[config.mk]
export PLATFORM = sky130hd
export DESIGN_NAME = interval_timer
export DESIGN_NICKNAME = d
export VERILOG_FILES = /design/src/rtl/interval_timer.sv
export SDC_FILE = /design/constraint.sdc
export NUM_CORES = 1
export LEC_CHECK = 0
export CAP_MARGIN = 10
export CORE_ASPECT_RATIO = 1.75
export CORE_UTILIZATION = 30
export CTS_BUF_LIST = sky130_fd_sc_hd__clkbuf_4
export CTS_CLUSTER_SIZE = 14
export DETAILED_ROUTE_END_ITERATION = 10
export DONT_BUFFER_PORTS = 1
export GPL_ROUTABILITY_DRIVEN = 0
export HOLD_SLACK_MARGIN = 0.15
export PLACE_DENSITY_LB_ADDON = 0.15
export SETUP_SLACK_MARGIN = 0.1
export SLEW_MARGIN = 20
export SYNTH_ARGS = -nofsm -noshare
export SYNTH_HDL_FRONTEND = slang
export SYNTH_SLANG_ARGS = --single-unit
export TNS_END_PERCENT = 10
[constraint.sdc]
create_clock -name clk -period 5.6 [get_ports clk]
set_input_delay 0.84 -clock clk [delete_from_list [all_inputs] [get_ports clk]]
set_output_delay 0.84 -clock clk [all_outputs]
set_load 0.03 [all_outputs]
[src/rtl/interval_timer.sv]
// Memory-mapped interval timer: counts down from PRESET and raises irq on expiry.
// Mode 0 is one-shot with a held level irq; mode 1 auto-reloads with a one-cycle pulse.
module interval_timer #(
  parameter int CNT_W = 32
) (
  input  logic        clk,
  input  logic        reset,
  input  logic [1:0]  addr,
  input  logic        we,
  input  logic [31:0] din,
  output logic [31:0] dout,
  output logic        irq
);

  typedef enum logic [1:0] {
    ST_IDLE = 2'd0,
    ST_LOAD = 2'd1,
    ST_CNT  = 2'd2,
    ST_INT  = 2'd3
  } state_t;

  localparam logic [1:0] A_CTRL   = 2'd0;
  localparam logic [1:0] A_PRESET = 2'd1;
  localparam logic [1:0] A_COUNT  = 2'd2;

  state_t           state_q, state_d;
  logic [3:0]       ctrl_q, ctrl_d;
  logic [CNT_W-1:0] preset_q, preset_d;
  logic [CNT_W-1:0] count_q, count_d;
  logic             pend_q, pend_d;

  logic en, im, auto_reload, wr_ctrl, wr_preset;

  assign en          = ctrl_q[0];
  assign auto_reload = (ctrl_q[2:1] == 2'd1);
  assign im          = ctrl_q[3];
  assign wr_ctrl     = we && (addr == A_CTRL);
  assign wr_preset   = we && (addr == A_PRESET);

  always_comb begin
    state_d  = state_q;
    ctrl_d   = ctrl_q;
    preset_d = preset_q;
    count_d  = count_q;
    pend_d   = pend_q;

    if (wr_ctrl || wr_preset) begin
      pend_d = 1'b0;
    end
    if (wr_preset) begin
      preset_d = din[CNT_W-1:0];
    end

    // Expiry sets pend after the bus clear above, so a write in the expiry cycle loses.
    case (state_q)
      ST_IDLE: begin
        if (en) begin
          state_d = ST_LOAD;
        end
      end
      ST_LOAD: begin
        count_d = preset_q;
        state_d = ST_CNT;
      end
      ST_CNT: begin
        if (!en) begin
          state_d = ST_IDLE;
        end else if (count_q <= CNT_W'(1)) begin
          count_d = '0;
          pend_d  = 1'b1;
          state_d = ST_INT;
        end else begin
          count_d = count_q - CNT_W'(1);
        end
      end
      ST_INT: begin
        if (auto_reload) begin
          pend_d  = 1'b0;
          state_d = ST_LOAD;
        end else begin
          ctrl_d[0] = 1'b0;
          state_d   = ST_IDLE;
        end
      end
      default: begin
        state_d = ST_IDLE;
      end
    endcase

    // A bus write to CTRL overrides the one-shot EN clear.
    if (wr_ctrl) begin
      ctrl_d = din[3:0];
    end
  end

  always_ff @(posedge clk or posedge reset) begin
    if (reset) begin
      state_q  <= ST_IDLE;
      ctrl_q   <= '0;
      preset_q <= '0;
      count_q  <= '0;
      pend_q   <= 1'b0;
    end else begin
      state_q  <= state_d;
      ctrl_q   <= ctrl_d;
      preset_q <= preset_d;
      count_q  <= count_d;
      pend_q   <= pend_d;
    end
  end

  always_comb begin
    dout = '0;
    case (addr)
      A_CTRL:   dout = {28'b0, ctrl_q};
      A_PRESET: dout = 32'(preset_q);
      A_COUNT:  dout = 32'(count_q);
      default:  dout = '0;
    endcase
  end

  assign irq = pend_q & im;

endmodule

## After elaboration in Yosys (flattened, before gate mapping)

Cells that the tools add are included.

- Register bits after elaboration: 71
- Input port bits: 37
- Word-level logic and storage cells: 46

- Add/subtract/negate cells: 1
- Order comparisons: 1
- Eq/ne operators: 10
- Mux-type cells: 17
- Bitwise operators: 1
- Reductions and logical operators: 10

Operators with widths:

| operator | number |
|---|---|
| case mux 32 bit (3 select lines) | 1 |
| two-way mux 32 bit | 2 |
| case mux 32 bit (2 select lines) | 1 |
| <= comparator 32 x 1 -> 1 bit, second input constant | 1 |
| subtractor 32 x 1 -> 32 bit, second input constant | 1 |
| two-way mux 1 bit | 8 |
| case mux 2 bit (4 select lines) | 1 |
| equality test 2 x 1 -> 1 bit, second input constant | 3 |
| equality test 2 bit, second input constant | 3 |
| two-way mux 2 bit | 3 |
| AND reduction 2 bit | 3 |
| zero test 2 bit | 2 |
| != test 2 bit, second input constant | 2 |
| nonzero test 2 bit | 2 |
| != test 3 bit, second input constant | 1 |
| logical AND 1 bit | 2 |
| != test 2 x 1 -> 1 bit, second input constant | 1 |
| case mux 1 bit (2 select lines) | 1 |
| AND 1 bit | 1 |
| logical OR 1 bit | 1 |

## Logic depth before layout (Yosys ltp)

- Depth in word-level cells: 7
- Gate-level depth with buffers: 9
- Mapped depth without buffers: 7

## Worst setup path after synthesis

Ideal clock, no wire load.

- Path kind: in2out
- Start: input port addr[0]
- End: output port dout[10]
- Arrival: 2,235 ps
- Data required time: 4,760 ps
- Slack: 2,525 ps
- Stages on the path: 5
- Path buffers: 3
- Path through: clkbuf_1 nor2b_1 clkbuf_1 buf_1 a22o_1

- Longest elaborated chain between the ends: 2

RTL lines:

| element | line | RTL |
|---|---|---|
| start: declaration | 8 | `input logic [1:0] addr,` |
| equality test 2 bit, or another cell as far along | 114 | `case (addr)` |
| case mux 32 bit (3 select lines) (*) | 114 |  |
| end: declaration | 11 | `output logic [31:0] dout,` |

Every way passes the cells marked *; elsewhere a longest branch is shown, timed or not.

## Final worst setup path

- Start: register count_q[25]
- End: register count_q[10]

- Longest elaborated chain between the ends: 4

RTL lines:

| element | line | RTL |
|---|---|---|
| start: declaration | 29 | `logic [CNT_W-1:0] count_q, count_d;` |
| start signal: assignment | 107 | `count_q <= count_d;` |
| <= comparator 32 x 1 -> 1 bit | 68 | `end else if (count_q <= CNT_W'(1)) begin` |
| two-way mux 32 bit | 68 |  |
| two-way mux 32 bit | 66 | `if (!en) begin` |
| case mux 32 bit (2 select lines) | 55 | `case (state_q)` |

Every way passes these cells. The select of a mux whose other input is x is not followed.
A chain may end at the register's enable or synchronous reset.

==> results.json <==
{
  "status": "complete, no violations",
  "wl_per_cell_um": 22.2,
  "ys_seq_area_share_pct": 42.8,
  "vias_per_cell": 5.95,
  "p_int_mw": 1.17,
  "min_period_ns": 3.29,
  "cts-resized-gates": 0,
  "async_reset_ff_share_pct": 100,
  "grt_util_all_layers_pct": 18.6,
  "clock_latency_ns": 0.44,
  "powerDensity_nw_per_um2": 492,
  "cts_buffer_depth": 2,
  "port_buffers": 0,
  "worst_slew_pin_slew_ns": 0.987,
  "cts_hold_buf": 0,
  "max_stage_delay_ns": 0.77,
  "initial_utilization_pct": 30.9,
  "postCtsSetupBuffers": 0,
  "wl_mm": 13.0,
  "yosysUniqueCellTypes": 58,
  "drt_iter0_drc": 217,
  "critPathKind": "reg2reg",
  "syn_nets": 463,
  "clock_skew_ns": 0.0172,
  "cp.arrival_ns": 3.59,
  "switchingPower_uw": 1000,
  "grt_pass1_vias": 3507,
  "slew_headroom_pct": 33.5,
  "switching_share_pct": 46.2,
  "layout_commonest_cell": "dfrtp_1",
  "cp_max_fo": 33,
  "drv_slew": 0,
  "seqPwrFrac_pct": 44.2,
  "max-vdd-ir-drop_uv": 181,
  "combPwrFrac_pct": 40.2,
  "die_h_um": 158,
  "tritoncts_num_sinks": 71,
  "synth_edf_count": 0,
  "netlist_area_sq_um": 4150,
  "cts-root-buf": "clkbuf_4",
  "grt.overflow.total": 0,
  "ys_seq_elements": 71,
  "clkTransAtPathRegs_ns": 0.13,
  "drc": 0,
  "maxCapViolations": 0,
  "cp-start-kind": "flip-flop",
  "dieWidth_um": 90.9,
  "yosys_warnings": 0,
  "syn_avg_cell_area_sq_um": 9.79,
  "timing.final.crit_share_pct": 58.8,
  "synthCells": 424,
  "fin_area_sq_um": 4410,
  "ios": 70,
  "hold_viol": 0,
  "antenna_found_initial": 1,
  "drive_gt1_share_pct": 17.8,
  "cp.required_ns": 5.90,
  "core_sq_um": 13500,
  "hp-class": "in2async",
  "dieArea_sq_um": 14300,
  "crit_chain": "or4_4 -> nor4b_2 -> nand4_2 -> buf_4 -> nand2_1 -> o311ai_0",
  "cts_made_buffers": 9,
  "crit_slowest_cell": "nand4_2",
  "power.clock.fraction_pct": 15.5,
  "rows": 56,
  "placed_cell_area_sq_um": 4270,
  "dp_hpwl_mm": 8.93,
  "drt_first_pass_iters": 5,
  "max_freq_ghz": 0.304,
  "endpoint_kind": "flip-flop",
  "grt_max_degree": 62,
  "grt_first_pass_wirelength_mm": 20.4,
  "regToRegSetupSlack_ns": 2.31,
  "cts_tree": "yes",
  "setup-tns-final_ns": 0,
  "mostFrequentLayoutCells": "dfrtp_1, nand2_1, mux2_2",
  "setup_violations": 0,
  "cp_top_family": "simple AND/OR/NAND/NOR gates",
  "area_growth_pct": 6.18,
  "final_antenna_net_count": 0,
  "power_mw": 2.17,
  "rsz0062_at_grt": "no",
  "num-nets-final": 443,
  "synth_ff_type": "dfrtp_1",
  "vias": 3475,
  "crit_buf_inv": 1,
  "cts_htree_levels": 3,
  "leakagePower_nw": 1.67
}
-- stage by stage --
step	std cells	hold WS (ns)	worst slack, ns	util (%)
CTS	583	0.157	2.34	32.7
finish	584	0.187	2.31	32.8
detailed placement	567	0.502	2.36	31.8
global route	584	0.172	2.08	32.8
global placement	567	0.499	2.40	31.8
floorplan	424	0.473	2.53	-
-- state kept, by name, indices dropped and copies added, names as in the netlist --
register,flops
count_q,32
pend_q,1
state_q,2
ctrl_q,4
preset_q,32
-- routing by layer --
layer	part of all wire [%]	global-route usage, %	routed length [um]	vias up
met2	53	33.0	6920	98
met5	0	0	0	-
met3	5.1	3.99	659	20
li1	-	-	-	1599
met4	1.9	7.03	248	0
met1	40	21.8	5130	1758
-- area by class of cell --
type                            count  area [sq um]
Timing Repair Buffer                7          52.6
Antenna cell                        1          2.50
Clock inverter                      5          48.8
Fill cell                        1451          9050
Sequential cell                    71          1780
Multi-Input combinational cell    304          2180
Clock buffer                       11          82.6
Inverter                           11          41.3
Tap cell                          174           218
-- kinds of logic after synthesis --
logic type / after synthesis / synth area share [%]
and+or+nand+nor: 156 / 21.0
AOI/OAI and AO/OA: 105 / 19.7
DFF: 71 / 42.8
buffers and inverters: 49 / 4.91
muxes: 41 / 10.9
adders and majority gates: 2 / 0.603
-- worst register-to-register path, delay by kind of cell, from the launching register on --
family,cells,cell delay [ns]
AND/OR/NAND/NOR,4,2.01
buffers and inverters,1,0.51
flip-flops,1,0.46
AO/OA/AOI/OAI,1,0.18
-- power by group through the flow --
stage	Sequential (mW)	Combinational, mW	Clock (mW)
detailed placement	0.967	0.880	0
global placement	0.960	0.880	0
finish	0.958	0.871	0.336
global route	0.991	0.962	0.363
CTS	0.956	0.882	0.348
floorplan	0.840	0.769	0
-- synthesized netlist by cell type, types with 7 or more instances --
library cell	number	area, sq um
o21ai_0	7	35.0
o211ai_1	9	67.6
o2111ai_1	7	61.3
nand4_1	15	93.8
a21oi_1	8	40.0
nor3_1	14	70.1
mux2_2	35	394
or3_1	8	50.1
a22o_1	29	254
clkbuf_1	26	97.6
a32oi_1	8	70.1
nand2_1	35	131
inv_1	10	37.5
nor4_1	7	43.8
nand3_1	24	120
dfrtp_1	71	1780
nor2_1	17	63.8
a22oi_1	11	82.6
-- worst paths after layout --
| check | start | to | cells past startpoint |
|---|---|---|---|
| worst max register to register | count_q[25]$_DFFE_PP0P_ | count_q[10]$_DFFE_PP0P_ | 6 |
| min in group clk | din[0] | ctrl_q[0]$_DFFE_PP0P_ | 2 |
| worst min-delay path | reset | preset_q[27]$_DFFE_PP0P_ | 1 |
| worst max-delay path | count_q[25]$_DFFE_PP0P_ | count_q[10]$_DFFE_PP0P_ | 6 |
| max in group asynchronous | reset | preset_q[15]$_DFFE_PP0P_ | 2 |
| worst min register to register | preset_q[29]$_DFFE_PP0P_ | count_q[29]$_DFFE_PP0P_ | 2 |
No activity file was read; power rests on OpenSTA's default activity.
